<file path="config.mk">
export PLATFORM = sky130hd
export DESIGN_NAME = z80_bus_master
export DESIGN_NICKNAME = d
export VERILOG_FILES = /design/src/rtl/z80bm_pkg.sv /design/src/rtl/z80bm_wait_cnt.sv /design/src/rtl/z80_bus_master.sv
export SDC_FILE = /design/constraint.sdc
export NUM_CORES = 1
export LEC_CHECK = 0
export BUFFER_PORTS_ARGS = -buffer_cell sky130_fd_sc_hd__clkbuf_2
export CORE_UTILIZATION = 43
export DETAILED_ROUTE_END_ITERATION = 16
export GPL_TIMING_DRIVEN = 0
export HOLD_SLACK_MARGIN = 0.15
export PLACE_DENSITY_LB_ADDON = 0.08
export SKIP_LAST_GASP = 1
export SYNTH_ARGS = -nofsm -noshare
export SYNTH_HDL_FRONTEND = slang
export SYNTH_HIERARCHICAL = 1
export SYNTH_SLANG_ARGS = --single-unit
export TNS_END_PERCENT = 5
</file>
<file path="constraint.sdc">
create_clock -name clk -period 1.5 [get_ports clk]
set_input_delay 0.45 -clock clk [delete_from_list [all_inputs] [get_ports clk]]
set_output_delay 0.45 -clock clk [all_outputs]
set_load 0.02 [all_outputs]
</file>
<file path="src/rtl/z80bm_pkg.sv">
// Shared types and constants for the Z80 bus master: FSM states, cycle types, wait counter width.
package z80bm_pkg;

  localparam int unsigned WAIT_W = 4;

  typedef enum logic [2:0] {
    IDLE,
    T1,
    T2,
    TW,
    T3
  } state_t;

  typedef enum logic [1:0] {
    MEM_RD = 2'b00,
    MEM_WR = 2'b01,
    IO_RD  = 2'b10,
    IO_WR  = 2'b11
  } cyc_t;

  function automatic cyc_t make_cyc(input logic io, input logic rnw);
    return cyc_t'({io, ~rnw});
  endfunction

  function automatic logic cyc_is_io(input cyc_t c);
    return (c == IO_RD) || (c == IO_WR);
  endfunction

  function automatic logic cyc_is_rd(input cyc_t c);
    return (c == MEM_RD) || (c == IO_RD);
  endfunction

  // Wait-state parameters wider than the counter clamp to its maximum.
  function automatic logic [WAIT_W-1:0] sat_waits(input int unsigned n);
    if ((n >> WAIT_W) != 0) return '1;
    return n[WAIT_W-1:0];
  endfunction

endpackage

</file>
<file path="src/rtl/z80bm_wait_cnt.sv">
// Auto-wait-state down counter: loadable, decrements while enabled, saturates at zero.
module z80bm_wait_cnt
  import z80bm_pkg::*;
(
  input  logic              clk,
  input  logic              rst_n,
  input  logic              load,
  input  logic              dec,
  input  logic [WAIT_W-1:0] load_val,
  output logic              zero
);

  logic [WAIT_W-1:0] cnt;

  always_ff @(posedge clk or negedge rst_n) begin
    if (!rst_n) begin
      cnt <= '0;
    end else if (load) begin
      cnt <= load_val;
    end else if (dec && (cnt != '0)) begin
      cnt <= cnt - WAIT_W'(1);
    end
  end

  assign zero = (cnt == '0);

endmodule

</file>
<file path="src/rtl/z80_bus_master.sv">
// Z80 bus cycle generator (memory/I-O, read/write) with automatic and external wait states.
// Define Z80BM_WAIT_EN to let wait_n extend cycles; otherwise only the auto-waits apply.
module z80_bus_master
  import z80bm_pkg::*;
#(
  parameter int unsigned MEM_WAITS = 0,
  parameter int unsigned IO_WAITS  = 1
) (
  input  logic        clk,
  input  logic        rst_n,
  input  logic        cmd_valid,
  output logic        cmd_ready,
  input  logic        cmd_io,
  input  logic        cmd_rnw,
  input  logic [15:0] cmd_addr,
  input  logic [7:0]  cmd_wdata,
  output logic        rsp_valid,
  output logic [7:0]  rsp_rdata,
  output logic [15:0] a,
  output logic [7:0]  d_o,
  output logic        d_oe,
  input  logic [7:0]  d_i,
  output logic        mreq_n,
  output logic        iorq_n,
  output logic        rd_n,
  output logic        wr_n,
  input  logic        wait_n
);

  state_t            state, state_nxt;
  cyc_t              cyc, cyc_nxt;
  logic              accept;
  logic              wait_ok;
  logic              cnt_zero;
  logic [WAIT_W-1:0] auto_waits;
  logic              in_cyc, in_late, nxt_io, nxt_rd;
  logic              mreq_nxt, iorq_nxt, rd_nxt, wr_nxt, oe_nxt;

`ifdef Z80BM_WAIT_EN
  assign wait_ok = wait_n;
`else
  logic unused_wait_n;
  assign unused_wait_n = wait_n;
  assign wait_ok       = 1'b1;
`endif

  assign accept     = cmd_valid && cmd_ready;
  assign auto_waits = cyc_is_io(cyc) ? sat_waits(IO_WAITS) : sat_waits(MEM_WAITS);

  // Loaded in T1 so T2 sees the full count; T2 and each TW consume one.
  z80bm_wait_cnt u_wait_cnt (
    .clk      (clk),
    .rst_n    (rst_n),
    .load     (state == T1),
    .dec      ((state == T2) || (state == TW)),
    .load_val (auto_waits),
    .zero     (cnt_zero)
  );

  always_comb begin
    state_nxt = state;
    cyc_nxt   = cyc;
    unique case (state)
      IDLE: begin
        if (accept) begin
          state_nxt = T1;
          cyc_nxt   = make_cyc(cmd_io, cmd_rnw);
        end
      end
      T1:      state_nxt = T2;
      T2:      state_nxt = (!cnt_zero || !wait_ok) ? TW : T3;
      TW:      state_nxt = (cnt_zero && wait_ok) ? T3 : TW;
      T3:      state_nxt = IDLE;
      default: state_nxt = IDLE;
    endcase
  end

  // Strobes are computed from the next state so the registered outputs line up with the state.
  always_comb begin
    in_cyc   = state_nxt inside {T1, T2, TW, T3};
    in_late  = state_nxt inside {T2, TW, T3};
    nxt_io   = cyc_is_io(cyc_nxt);
    nxt_rd   = cyc_is_rd(cyc_nxt);
    mreq_nxt = in_cyc && !nxt_io;
    iorq_nxt = in_late && nxt_io;
    rd_nxt   = nxt_rd && (nxt_io ? in_late : in_cyc);
    wr_nxt   = !nxt_rd && in_late;
    oe_nxt   = !nxt_rd && in_cyc;
  end

  always_ff @(posedge clk or negedge rst_n) begin
    if (!rst_n) begin
      state <= IDLE;
      cyc   <= MEM_RD;
    end else begin
      state <= state_nxt;
      cyc   <= cyc_nxt;
    end
  end

  always_ff @(posedge clk or negedge rst_n) begin
    if (!rst_n) begin
      cmd_ready <= 1'b0;
      rsp_valid <= 1'b0;
      rsp_rdata <= '0;
      a         <= '0;
      d_o       <= '0;
      d_oe      <= 1'b0;
      mreq_n    <= 1'b1;
      iorq_n    <= 1'b1;
      rd_n      <= 1'b1;
      wr_n      <= 1'b1;
    end else begin
      cmd_ready <= (state_nxt == IDLE);
      rsp_valid <= (state == T3);
      mreq_n    <= ~mreq_nxt;
      iorq_n    <= ~iorq_nxt;
      rd_n      <= ~rd_nxt;
      wr_n      <= ~wr_nxt;
      d_oe      <= oe_nxt;
      if (accept) begin
        a <= cmd_addr;
        if (!cmd_rnw) d_o <= cmd_wdata;
      end
      if ((state == T3) && cyc_is_rd(cyc)) rsp_rdata <= d_i;
    end
  end

  a_req_excl: assert property (@(posedge clk) disable iff (!rst_n) !(!mreq_n && !iorq_n));
  a_dir_excl: assert property (@(posedge clk) disable iff (!rst_n) !(!rd_n && !wr_n));

endmodule

</file>
Word-level counts from Yosys, hierarchy flattened
Index checks and enable logic that the tools add are counted.
{"block": "totals", "wordCells": 66, "inputBits": 38, "out_inout_bits": 39, "register_bits": 48}
{"block": "classes", "muxes": 9, "addsub": 1, "n_reduce_logical": 26, "bitwise": 5, "eq_ne": 12}
{"cell": "== test 3 x 2 -> 1 bit (second input constant)", "n": 4}
{"cell": "case mux 3 bit (3 select lines)", "n": 1}
{"cell": "== test 2 bit (second input constant)", "n": 4}
{"cell": "logical AND 1 bit", "n": 8}
{"cell": "2-to-1 mux 4 bit", "n": 2}
{"cell": "nonzero test 4 bit", "n": 2}
{"cell": "== test 3 x 1 -> 1 bit (second input constant)", "n": 2}
{"cell": "== test 3 bit (second input constant)", "n": 2}
{"cell": "logical NOT 3 bit", "n": 2}
{"cell": "2-to-1 mux 3 bit", "n": 2}
{"cell": "logical OR 1 bit", "n": 5}
{"cell": "NOT 1 bit", "n": 5}
{"cell": "logical NOT 2 bit", "n": 2}
{"cell": "logical NOT 4 bit", "n": 1}
{"cell": "2-to-1 mux 2 bit", "n": 2}
{"cell": "subtractor 4 x 1 -> 4 bit (second input constant)", "n": 1}
{"cell": "nonzero test 3 bit", "n": 1}
{"cell": "logical NOT 1 bit", "n": 2}
{"cell": "2-to-1 mux 1 bit", "n": 2}
{"cell": "AND reduction 2 bit", "n": 1}
{"cell": "nonzero test 2 bit", "n": 1}
{"cell": "OR reduction 2 bit", "n": 1}

Depth between registers and ports, before layout
{"block": "depth", "word_depth": 8, "ltp_mapped": 6, "depth_no_buf": 6}

Cells and area by module
Netlist, hierarchy kept.
{"module": "z80_bus_master", "n_inst": 1, "area_each_um2": 1737.9, "seq_area_each_um2": 1106.1, "cells_each": 113}
{"module": "z80bm_wait_cnt", "n_inst": 1, "area_each_um2": 270.3, "seq_area_each_um2": 100.1, "cells_each": 27}

Worst setup path before layout
OpenSTA, ideal clock, no wires.
{"block": "synth_path", "kind": "register to register", "startpoint": "register state[2]", "endpoint": "register u_wait_cnt.cnt[1]", "t_required_ps": 1420, "t_arrival_ps": 1410, "path_stages_with_launch": 6, "setup_slack_ps": 10, "period_less_slack_ps": 1490, "setup_ps": 80, "path_buffers": 1, "path_cell_list": "dfrtp_1 -> buf_2 -> nor2b_1 -> inv_1 -> or4_1 -> o211ai_2"}
{"block": "synth_via", "elab_chain_len": 4, "elab_cells_between_ends": 7, "cone_classes": "eq/ne (3); mux (1); reduce/logical (3)"}
{"item": "start, declared", "line_no": "z80_bus_master.sv:30", "source": "state_t state, state_nxt;"}
{"item": "start signal, assigned", "line_no": "z80_bus_master.sv:96", "source": "state <= state_nxt;"}
{"item": "== test 3 x 2 -> 1 bit", "line_no": "z80_bus_master.sv:55", "source": ".dec ((state == T2) || (state == TW)),"}
{"item": "logical OR 1 bit", "line_no": "z80_bus_master.sv:55"}
{"item": "logical AND 1 bit", "line_no": "z80bm_wait_cnt.sv:20", "source": "end else if (dec && (cnt != '0)) begin"}
{"item": "nonzero test 2 bit (no line)"}
{"item": "end signal, assigned", "line_no": "z80bm_wait_cnt.sv:19", "source": "cnt <= load_val;"}
{"item": "end signal, assigned", "line_no": "z80bm_wait_cnt.sv:21", "source": "cnt <= cnt - WAIT_W'(1);"}
{"item": "end, declared", "line_no": "z80bm_wait_cnt.sv:13", "source": "logic [WAIT_W-1:0] cnt;"}
Parallel ways exist; a longest one is shown, timed or not.
A chain may end at the register's enable or synchronous reset.

Final worst setup path
Ends and elaborated chain as after synthesis.

==> results.md <==
Synth:
- The flip-flop and latch count after synthesis is 48.
- The most used standard cell by instance count after synthesis is sky130_fd_sc_hd__dfrtp_1.
- During synthesis, Yosys emitted a total of 6 warnings.
- Sorting the synthesized cells by area gives the leading types as sky130_fd_sc_hd__dfrtp_1 55%, sky130_fd_sc_hd__mux2_2 13%, sky130_fd_sc_hd__mux2_4 6.0%.
- The mapped netlist covers 2010 µm².
- The adder-cell area share of the yosys netlist is 0.00623.
- The XOR/XNOR share of the synthesized area is 0.
- For this run, the register share of the synthesized area comes to 0.601.
- The mux share of post-synthesis cell area is 0.205.
- Ranked by instance count, the synthesized netlist is headed by 44 x sky130_fd_sc_hd__dfrtp_1, 24 x sky130_fd_sc_hd__mux2_2, 8 x sky130_fd_sc_hd__mux2_4, 8 x sky130_fd_sc_hd__nand2_1, 5 x sky130_fd_sc_hd__inv_1.
- The compound-gate portion of the synthesized area is 0.0474.
- The cell type with the highest aggregate area in the netlist is sky130_fd_sc_hd__dfrtp_1.
- The number of enable flip-flop cells after synthesis is 0.
- The instance count of the mapped netlist is 140.
- After synthesis, the largest family of logic cells by area is multiplexers.
- The simple-gate share of the synthesized area is 0.103.
- The prevailing post-synth register cell is sky130_fd_sc_hd__dfrtp_1.
- In the synthesized netlist the async set-or-reset flop fraction comes to 1.00.
- The number of unique standard cell types used by synthesis is 38.
- The area share of the largest cell type after synthesis is 0.548.
- After synthesis, the mean cell area works out to 14.3 µm².

Clocking:
- The clock-pin slew reported for the worst setup and hold paths after clock tree synthesis is 0.08 ns.
- The clock sink count is 48.
- The count of H-tree levels built during CTS is 2.
- The clock buffer count from CTS is 5.
- TritonCTS built the clock tree.
- For the worst-skew pair, the clock arrives at the later sink with an insertion delay of 0.30 ns.
- The root buffer cell is sky130_fd_sc_hd__clkbuf_8.
- The largest buffer count on any clock path is 2.

Setup path:
- The reg-to-reg setup timing slack is 0.007 ns.
- The largest driver fanout on the critical path is 10.
- STA classifies the critical path startpoint as a flop.
- The slowest stage of the critical path belongs to the cell sky130_fd_sc_hd__or4_1.
- Traced cell by cell, the critical path runs through clkbuf_4 -> nor2b_4 -> inv_1 -> or4_1 -> o211ai_2.
- The critical path class is flop to flop.
- The maximum cell stage delay along the critical path is 0.49 ns.
- The kind of end point of the critical path is a flop.
- For the worst setup path, the data required time is 1.72 ns.
- At the worst endpoint, the arrival time is 1.71 ns.

Floorplan:
- After floorplanning, the core was divided into 24 placement rows.
- In this run the horizontal extent of the chip is 70.3 µm.
- The region available for standard cell placement spans 4410 µm².
- The floorplan die height is 70.3 µm.
- The starting density of the core is 0.455.
- The die covers 4950 µm².
- The number of I/O pins is 77.

Placement:
- Detailed placement ended at an HPWL of 2.80 mm.
- The cell count after placement is 269.
- Port buffering added 75 buffers.
- The final weighted congestion in routability-driven placement is 0.773.
- The worst slack at placement is -0.181 ns.

Status:
- The run finished with clean final reports.

GRT:
- The initial antenna violation count is 0.
- After global routing the overflow that remains totals 0.
- The number of global-route vias before repair is 1398.
- The first-pass GRT wire length is 6.40 mm.
- Entering global routing, the biggest net connects 49 pins.
- The global routing usage summed across all routing layers is 0.167.

STA:
- The max-slew violation count is 0.
- The count of endpoints failing hold in the final timing report came to 0.
- The transition time at the pin with the least slew margin is 1.14 ns.
- Measured against its own limit, the worst slew margin works out to 0.237.
- The part of the cycle the worst path needs is 0.995.
- On the final layout, the worst clock skew is 0.00740 ns.
- The count of final setup violators is 0.
- Setup slack on the critical path of the routed design comes to 0.00737 ns.
- Timing would allow up to 670 MHz.
- The worst path needs 1.49 ns of the cycle, external delays included.
- The worst slack on hold paths is 0.365 ns.
- Setup repair after global routing could not meet its margin everywhere.

Detailed routing:
- The mean number of vias per cell is 4.86.
- The count of antenna-violating nets left after detailed routing is 0.
- The number of detailed-route iterations in the first pass is 4.
- For this block, the initial DRC count from the detailed router was 19.
- The mean routed wirelength per cell is 13.8 µm.
- The post-detailed-route DRC marker count is 0.
- The number of vias after detailed routing is 1361.
- The total length of routed wires is 3.86 mm.

Finish:
- The number of inserted diodes is 0.
- The area growth from synthesis to layout is 31.8%.
- The net total in the final layout is 266.
- The fraction of final layout cells sized beyond drive strength 1 is 0.601.
- The number of cells in the finished layout apart from fillers is 280.
- The layout has 381 filler cells.

Job:
- The number of max-cap violations is 0.

Power and ir drop:
- Summed over all cells, the static leakage comes to 1.34 nW.
- VDD sags by at most 0.953 mV.
- The power density normalized to cell area is 2220 nW/µm².

Min path:
- The min-delay analysis places its worst path in the category input pin to async pin.
==> report_power, final <==
part	switching (mW)	internal, mW
clock network	0.404	0.588
logic	1.38	1.21
registers	0.378	1.92
total	2.17	3.72
==> state kept, by name, summed over array words and instances, names as in the netlist, 2 cells and up <==
name / flops
d_o: 8
u_wait_cnt/cnt: 4
state: 3
cyc: 2
rsp_rdata: 8
a: 16
==> path summary, 6_finish.rpt <==
check	startpoint	to	depth (start not counted)
max in group asynchronous	rst_n	u_wait_cnt/cnt[0]	1
min	rst_n	rsp_rdata[0]	1
min reg2reg	cyc[1]	iorq_n	1
min in group clk	cmd_addr[15]	a[15]	2
max	state[2]	u_wait_cnt/cnt[1]	5
max reg2reg	state[2]	u_wait_cnt/cnt[1]	5
==> kinds of logic after synthesis <==
logic type | count (synthesis)
compound gates | 13
fa+ha+maj | 1
buf+inv | 12
flops | 48
mux | 34
other cells | 1
simple gates | 31
==> through the flow <==
stage               total power [mW]  utilization  cell area, µm²  setup TNS [ns]
floorplan                       3.96            -            2020               0
global placement                4.64        0.556            2460          -0.353
detailed placement              4.75        0.556            2460          -0.428
CTS                             5.82        0.590            2600         -0.0301
global route                    6.26        0.600            2650          -0.231
finish                          5.88        0.600            2650               0
==> cells in the final DEF, fill, tap and decap left out, types with 2 or more instances in the layout <==
cell	count
sky130_fd_sc_hd__a21oi_1	2
sky130_fd_sc_hd__or2_1	2
sky130_fd_sc_hd__a21o_1	2
sky130_fd_sc_hd__dfstp_2	4
sky130_fd_sc_hd__clkbuf_2	75
sky130_fd_sc_hd__mux2_2	24
sky130_fd_sc_hd__and2_1	2
sky130_fd_sc_hd__mux2_4	8
sky130_fd_sc_hd__nand3b_1	2
sky130_fd_sc_hd__dfrtp_1	43
sky130_fd_sc_hd__clkbuf_8	7
sky130_fd_sc_hd__nor3_1	2
sky130_fd_sc_hd__nor3b_4	2
sky130_fd_sc_hd__nand2_1	8
sky130_fd_sc_hd__buf_6	3
sky130_fd_sc_hd__nor2_1	3
sky130_fd_sc_hd__o21ai_0	3
sky130_fd_sc_hd__inv_1	5
sky130_fd_sc_hd__buf_2	2
sky130_fd_sc_hd__buf_4	3
sky130_fd_sc_hd__conb_1	3
==> worst max-delay path, delay by kind of cell, from the launching register on <==
| family | cells | cell delay [ns] |
|---|---|---|
| AOI/OAI and AO/OA | 1 | 0.09 |
| buffers and inverters | 2 | 0.29 |
| DFF | 1 | 0.38 |
| and+or+nand+nor | 2 | 0.66 |
==> cell type report <==
class	instances	area (µm²)	share of cell area
clock buffers	7	96.3	0.0364
clock inverters	1	30.0	0.0113
inverters	5	18.8	0.00709
flip-flops and latches	48	1210	0.456
plain buffers	7	55.1	0.0208
well taps	52	65.1	0.0246
repair buffers	78	398	0.150
multi-input cells	82	777	0.293
==> metal layers <==
metal	track usage	vias to the layer above	part of all wire
met1	0.194	668	0.41
met2	0.295	39	0.54
li1	-	650	-
met3	0.0361	4	0.047
met5	0	-	0
met4	0.0733	0	0.0078
==> repair_timing <==
item / CTS / global route
gates resized for setup: 4 / 5
hold buffers: 0 / 0
buffers inserted: 0 / 3
pin swaps: 0 / 0
setup endpoints to repair: 3 / 13
Note: power is estimated with default switching activity, not from simulation.
